<file path="config.mk">
export PLATFORM = sky130hd
export DESIGN_NAME = umi_sim_queue_pair_flat
export DESIGN_NICKNAME = d
export VERILOG_FILES = /design/src/rtl/umi_sim_queue_pair_pkg.sv /design/src/rtl/umi_sim_queue_pair_if.sv /design/src/rtl/umi_sim_queue_pair_fifo.sv /design/src/rtl/umi_sim_queue_pair.sv /design/src/flat_wrapper.sv
export SDC_FILE = /design/constraint.sdc
export NUM_CORES = 2
export LEC_CHECK = 0
export CORE_AREA = 2 2 411 413
export CTS_CLUSTER_SIZE = 30
export DETAILED_ROUTE_END_ITERATION = 12
export DIE_AREA = 0 0 413 415
export PLACE_DENSITY = 0.81
export SYNTH_ARGS = -nofsm -noshare
export SYNTH_HDL_FRONTEND = slang
export SYNTH_HIERARCHICAL = 1
export SYNTH_SLANG_ARGS = --single-unit
</file>
<file path="constraint.sdc">
create_clock -name clk -period 14.2 [get_ports clk]
set_clock_uncertainty 0.2 [all_clocks]
set_input_delay 1.42 -clock clk [delete_from_list [all_inputs] [get_ports clk]]
set_output_delay 1.42 -clock clk [all_outputs]
set_load 0.02 [all_outputs]
</file>
<file path="src/rtl/umi_sim_queue_pair_pkg.sv">
// ---------------------------------------------------------------------------
// umi_sim_pkg
// Shared constants and types for the UMI queue-pair endpoint stand-in.
//   UMI_DW       default UMI packet width in bits (multiple of 32)
//   UMI_DEPTH    default entries per FIFO
//   UMI_LANE_W   width of one 32-bit lane inside a packet
//   umi_packet_t one full-width UMI packet at the default width
// ---------------------------------------------------------------------------
package umi_sim_pkg;

  localparam int UMI_DW     = 256;
  localparam int UMI_DEPTH  = 4;
  localparam int UMI_LANE_W = 32;

  typedef logic [UMI_DW-1:0] umi_packet_t;

endpackage : umi_sim_pkg

</file>
<file path="src/rtl/umi_sim_queue_pair_if.sv">
// ---------------------------------------------------------------------------
// umi_sim_queue_pair_if
// Host and design facing handshake bundle of the queue pair.
//   host_wr_*      host pushes packets into the RX FIFO
//   rx_*           RX FIFO head streamed toward the design
//   tx_*           design streams packets into the TX FIFO
//   host_rd_*      host pops packets from the TX FIFO
//   rx/tx_count    FIFO occupancies
// Modports: master = host/design side, slave = the queue pair.
// ---------------------------------------------------------------------------
interface umi_sim_queue_pair_if
  import umi_sim_pkg::*;
#(
  parameter int DW    = UMI_DW,
  parameter int DEPTH = UMI_DEPTH
);

  localparam int CW = $clog2(DEPTH) + 1;

  logic          host_wr_valid;
  logic [DW-1:0] host_wr_data;
  logic          host_wr_ready;
  logic [DW-1:0] rx_packet;
  logic          rx_valid;
  logic          rx_ready;
  logic [DW-1:0] tx_packet;
  logic          tx_valid;
  logic          tx_ready;
  logic [DW-1:0] host_rd_data;
  logic          host_rd_valid;
  logic          host_rd_ready;
  logic [CW-1:0] rx_count;
  logic [CW-1:0] tx_count;

  modport master (
    output host_wr_valid, host_wr_data, rx_ready, tx_packet, tx_valid, host_rd_ready,
    input  host_wr_ready, rx_packet, rx_valid, tx_ready, host_rd_data, host_rd_valid,
           rx_count, tx_count
  );

  modport slave (
    input  host_wr_valid, host_wr_data, rx_ready, tx_packet, tx_valid, host_rd_ready,
    output host_wr_ready, rx_packet, rx_valid, tx_ready, host_rd_data, host_rd_valid,
           rx_count, tx_count
  );

endinterface : umi_sim_queue_pair_if

</file>
<file path="src/rtl/umi_sim_queue_pair_fifo.sv">
// ---------------------------------------------------------------------------
// umi_sim_fifo
// Single-clock valid/ready FIFO without bypass.
//   clk, nreset                 clock, async active-low reset
//   in_valid/in_data/in_ready   write side; ready depends only on occupancy
//   out_valid/out_data/out_ready read side; data forced to zero when empty
//   count                       occupancy, 0..DEPTH
// A push into a full FIFO is refused even when a pop happens on the same
// edge, so in_ready never has a combinational path from out_ready.
// ---------------------------------------------------------------------------
module umi_sim_fifo
  import umi_sim_pkg::*;
#(
  parameter int DW    = UMI_DW,
  parameter int DEPTH = UMI_DEPTH
) (
  input  logic                     clk,
  input  logic                     nreset,
  input  logic                     in_valid,
  input  logic [DW-1:0]            in_data,
  output logic                     in_ready,
  output logic                     out_valid,
  output logic [DW-1:0]            out_data,
  input  logic                     out_ready,
  output logic [$clog2(DEPTH):0]   count
);

  localparam int PW = $clog2(DEPTH);
  localparam int CW = PW + 1;

  logic [DW-1:0] mem_q [DEPTH];
  logic [PW-1:0] wr_ptr_q, wr_ptr_d;
  logic [PW-1:0] rd_ptr_q, rd_ptr_d;
  logic [CW-1:0] count_q, count_d;
  logic          push, pop;

  assign in_ready  = (count_q != CW'(DEPTH));
  assign out_valid = (count_q != '0);
  assign push      = in_valid && in_ready;
  assign pop       = out_valid && out_ready;
  assign out_data  = out_valid ? mem_q[rd_ptr_q] : '0;
  assign count     = count_q;

  always_comb begin
    // NOTE: every output of this block gets a default first so no latch is inferred.
    wr_ptr_d = wr_ptr_q;
    rd_ptr_d = rd_ptr_q;
    count_d  = count_q;
    // Pointers are log2(DEPTH) bits wide, so they wrap modulo DEPTH naturally.
    if (push) wr_ptr_d = wr_ptr_q + PW'(1);
    if (pop)  rd_ptr_d = rd_ptr_q + PW'(1);
    case ({push, pop})
      2'b10:   count_d = count_q + CW'(1);
      2'b01:   count_d = count_q - CW'(1);
      default: count_d = count_q;
    endcase
  end

  always_ff @(posedge clk or negedge nreset) begin
    // NOTE: sequential state uses non-blocking assignments only.
    if (!nreset) begin
      wr_ptr_q <= '0;
      rd_ptr_q <= '0;
      count_q  <= '0;
    end else begin
      wr_ptr_q <= wr_ptr_d;
      rd_ptr_q <= rd_ptr_d;
      count_q  <= count_d;
    end
  end

  // NOTE: storage is deliberately not reset; out_data is zero-forced while empty.
  always_ff @(posedge clk) begin
    if (push) mem_q[wr_ptr_q] <= in_data;
  end

endmodule : umi_sim_fifo

</file>
<file path="src/rtl/umi_sim_queue_pair.sv">
// ---------------------------------------------------------------------------
// umi_sim_queue_pair
// Synthesizable replacement for the simulation UMI RX/TX endpoint pair.
//   clk, nreset  clock, async active-low reset
//   bus (slave)  host push -> RX FIFO -> rx_* stream toward the design;
//                design tx_* stream -> TX FIFO -> host pop
// The two FIFOs share nothing but clock and reset.
// ---------------------------------------------------------------------------
module umi_sim_queue_pair
  import umi_sim_pkg::*;
#(
  parameter int DW    = UMI_DW,
  parameter int DEPTH = UMI_DEPTH
) (
  input  logic                 clk,
  input  logic                 nreset,
  umi_sim_queue_pair_if.slave  bus
);

  umi_sim_fifo #(.DW(DW), .DEPTH(DEPTH)) u_rx_fifo (
    .clk       (clk),
    .nreset    (nreset),
    .in_valid  (bus.host_wr_valid),
    .in_data   (bus.host_wr_data),
    .in_ready  (bus.host_wr_ready),
    .out_valid (bus.rx_valid),
    .out_data  (bus.rx_packet),
    .out_ready (bus.rx_ready),
    .count     (bus.rx_count)
  );

  umi_sim_fifo #(.DW(DW), .DEPTH(DEPTH)) u_tx_fifo (
    .clk       (clk),
    .nreset    (nreset),
    .in_valid  (bus.tx_valid),
    .in_data   (bus.tx_packet),
    .in_ready  (bus.tx_ready),
    .out_valid (bus.host_rd_valid),
    .out_data  (bus.host_rd_data),
    .out_ready (bus.host_rd_ready),
    .count     (bus.tx_count)
  );

endmodule : umi_sim_queue_pair

</file>
<file path="src/flat_wrapper.sv">
// flat-port wrapper written by rule: the top's interface ports become plain ports
module umi_sim_queue_pair_flat import umi_sim_pkg::*;
#(
  parameter int DW    = UMI_DW,
  parameter int DEPTH = UMI_DEPTH
)
  (clk, nreset, bus_host_wr_valid, bus_host_wr_data, bus_rx_ready, bus_tx_packet, bus_tx_valid, bus_host_rd_ready, bus_host_wr_ready, bus_rx_packet, bus_rx_valid, bus_tx_ready, bus_host_rd_data, bus_host_rd_valid, bus_rx_count, bus_tx_count);
  umi_sim_queue_pair_if #(.DW(DW), .DEPTH(DEPTH)) bus_i ();
  input  logic clk;
  input  logic nreset;
  input wire logic [$bits(bus_i.host_wr_valid)-1:0] bus_host_wr_valid;
  input wire logic [$bits(bus_i.host_wr_data)-1:0] bus_host_wr_data;
  input wire logic [$bits(bus_i.rx_ready)-1:0] bus_rx_ready;
  input wire logic [$bits(bus_i.tx_packet)-1:0] bus_tx_packet;
  input wire logic [$bits(bus_i.tx_valid)-1:0] bus_tx_valid;
  input wire logic [$bits(bus_i.host_rd_ready)-1:0] bus_host_rd_ready;
  output wire logic [$bits(bus_i.host_wr_ready)-1:0] bus_host_wr_ready;
  output wire logic [$bits(bus_i.rx_packet)-1:0] bus_rx_packet;
  output wire logic [$bits(bus_i.rx_valid)-1:0] bus_rx_valid;
  output wire logic [$bits(bus_i.tx_ready)-1:0] bus_tx_ready;
  output wire logic [$bits(bus_i.host_rd_data)-1:0] bus_host_rd_data;
  output wire logic [$bits(bus_i.host_rd_valid)-1:0] bus_host_rd_valid;
  output wire logic [$bits(bus_i.rx_count)-1:0] bus_rx_count;
  output wire logic [$bits(bus_i.tx_count)-1:0] bus_tx_count;
  assign bus_i.host_wr_valid = bus_host_wr_valid;
  assign bus_i.host_wr_data = bus_host_wr_data;
  assign bus_i.rx_ready = bus_rx_ready;
  assign bus_i.tx_packet = bus_tx_packet;
  assign bus_i.tx_valid = bus_tx_valid;
  assign bus_i.host_rd_ready = bus_host_rd_ready;
  assign bus_host_wr_ready = bus_i.host_wr_ready;
  assign bus_rx_packet = bus_i.rx_packet;
  assign bus_rx_valid = bus_i.rx_valid;
  assign bus_tx_ready = bus_i.tx_ready;
  assign bus_host_rd_data = bus_i.host_rd_data;
  assign bus_host_rd_valid = bus_i.host_rd_valid;
  assign bus_rx_count = bus_i.rx_count;
  assign bus_tx_count = bus_i.tx_count;
  umi_sim_queue_pair #(.DW(DW), .DEPTH(DEPTH)) u_core (.clk(clk), .nreset(nreset), .bus(bus_i));
endmodule
</file>
==> qor.csv <==
metric;value;unit
syn_area;0.07818;sq mm
syn_inst;3320;
cp_max_fo;140;
cts_buffers;197;
drc;0;
portBuffers;1039;
syn_nets;3850;
ctsResizeCount;0;
worst_pin_slew;1136;ps
ys_types;20;
htreeDepth;4;
overflow;0;
dp_hpwl;122100;um
status;complete, no violations;
fmax;0.1481;GHz
cp.required;12580;ps
relSlewSlack;24.26;%
slew_viol_final;0;
area_growth;24.57;%
critical_path.max_stage_delay;830;ps
viasPerCell;5.579;
first_pass_iters;7;
cts_sinks;2062;
ys_ff_latch;2062;
seq_area_frac_synth;79.11;%
fin_setup_tns;0;ps
crit_path_frequent_cell;buf_4;
post-route-util;58.43;%
dpl-instance-area;0.09069;sq mm
syn_avg_cell_area;23.55;sq um
final_cell_mix;2048 x edfxtp_1, 1039 x clkdlybuf4s50_1, 516 x and2_1;
hold_class;reg2reg;
via_count;38320;
gp_congestion;0.8607;
final_common_cell;edfxtp_1;
drv_cap;0;
power_leakage;0.03112;uW
worst_ir_drop_vdd;226.6;uV
clk-insertion-delay-late;860;ps
clk_pin_slew_worst_paths;60;ps
antenna_found_initial;94;
grt_max_degree;153;
cts_tree;yes;
track_usage;22.32;%
wl_per_cell;28.14;um
period_needed;6754;ps
initial_core_util;46.91;%
final-hold-violation-count;0;
fin_area;0.09739;sq mm
grt_pass1_vias;40190;
grt_pass1_wl;276700;um
postCtsSetupRepairBufs;0;
worstPathCellList;buf_4 > buf_4 > buf_12 > mux4_2 > and2_1 > clkdlybuf4s50_1;
cp-end-kind;primary output;
clock_path_buffers;3;
routed_wl;193300;um
dieArea;0.1714;sq mm
ys.warnings.count;6;
core-area;0.1667;sq mm
nets;4960;
dieWidth;413;um
cts-root-buf;clkbuf_16;
powerDensity;234.2;mW/mm^2
cts_hold_buf;0;
drt_iter0_drc;3458;
postRouteAntennaNets;0;
worstPathArrival;5130;ps
ios;1040;
rsz0062_at_grt;false;
placementRows;150;
drive_gt1_share;18.65;%
fin_crit_sh;47.56;%
startpoint_type;flop;
die_y;415;um
setup_viol;0;
critPathKind;reg2out;
slowest_stage;dfrtp_4;
## cells by family after synthesis
| group | after synthesis | share of synthesized area [%] |
|---|---|---|
| multiplexers | 516 | 14.80 |
| adder cells (fa/ha/maj) | 12 | 0.2113 |
| XOR/XNOR | 12 | 0.1344 |
| flip-flops | 2062 | 79.11 |
| AND/OR/NAND/NOR | 532 | 4.254 |
| buffers and inverters | 186 | 1.482 |
## synth_stat cells
master | instances | area (sq um)
and2_1 | 516 | 3228
inv_1 | 12 | 45.04
dfrtp_1 | 14 | 350.3
buf_2 | 54 | 270.3
edfxtp_1 | 2048 | 61500
or3_1 | 2 | 12.51
nor2_1 | 2 | 7.510
xor2_1 | 6 | 52.55
or3b_1 | 2 | 17.52
and3_1 | 8 | 50.05
nand3_1 | 2 | 10.01
clkbuf_1 | 66 | 247.7
fa_1 | 2 | 40.04
ha_1 | 10 | 125.1
mux2_2 | 2 | 22.52
clkbuf_2 | 2 | 10.01
mux4_2 | 512 | 11530
xnor2_1 | 6 | 52.55
buf_6 | 52 | 585.6
mux2i_1 | 2 | 20.02
## sequential cells by signal (all words and copies together), names as in the netlist
signal                     count
u_core/u_tx_fifo/mem_q      1024
u_core/u_rx_fifo/wr_ptr_q      2
u_core/u_tx_fifo/rd_ptr_q      2
u_core/u_tx_fifo/wr_ptr_q      2
u_core/u_rx_fifo/count         3
u_core/u_rx_fifo/rd_ptr_q      2
u_core/u_rx_fifo/mem_q      1024
u_core/u_tx_fifo/count         3
## per-layer routing
layer,up-vias,share of wire [%],GRT usage [%]
met4,40,5.9,14.64
met1,19930,35,26.30
met2,1916,51,35.55
met5,-,0.14,0
met3,488,8.9,6.726
li1,15950,-,-
## path summary, 6_finish.rpt
path                                                            end  cells after the start  slack (ps)                                startpoint
max                                            bus_host_rd_data[28]                      6        7450  u_core/u_tx_fifo/rd_ptr_q[1]$_DFFE_PN0P_
min                           u_core/u_rx_fifo/count[2]$_DFFE_PN0P_                      1         320     u_core/u_rx_fifo/count[2]$_DFFE_PN0P_
max reg2reg                 u_core/u_tx_fifo/mem_q[1][97]$_DFFE_PP_                      5        9460     u_core/u_tx_fifo/count[0]$_DFFE_PN0P_
min reg2reg                   u_core/u_rx_fifo/count[2]$_DFFE_PN0P_                      1         320     u_core/u_rx_fifo/count[2]$_DFFE_PN0P_
max in group asynchronous  u_core/u_rx_fifo/rd_ptr_q[0]$_DFFE_PN0P_                      1       12050                                    nreset
min in group asynchronous  u_core/u_tx_fifo/wr_ptr_q[1]$_DFFE_PN0P_                      1         930                                    nreset
## worst max-delay path: cells and delay by family, from the launching register on
family,cells,cell delay (ps)
AND/OR/NAND/NOR,1,170
buffers and inverters,4,2510
multiplexers,1,380
flip-flops,1,830
## per-stage QoR
stage          cells  hold WS [ps]  power, uW  worst slack (ps)
6_report        6869         319.4      22810              7446
5_1_grt         6866         333.7      23600              7129
4_1_cts         6800         319.5      23000              7331
3_5_place_dp    6435         307.3      17700              8231
3_3_place_gp    6435         301.9      17560              8291
2_1_floorplan   3320         333.9      13990              6073
## power by group
group          switching, uW  internal [uW]  leakage (uW)  total, uW
clock                   2270           2950       0.00315       5220
combinational           4920           4190       0.00905       9110
sequential               430           8050        0.0189       8480
## layout make-up
type	instances	area, sq um
Fill cell	11440	69270
Sequential cell	2062	61860
Multi-Input combinational cell	1072	15220
Timing Repair Buffer	1085	10810
Clock buffer	230	5075
Tap cell	2204	2758
Clock inverter	135	1445
Antenna cell	69	172.7
Inverter	12	45.04
Power figures use the tool's default switching activity.
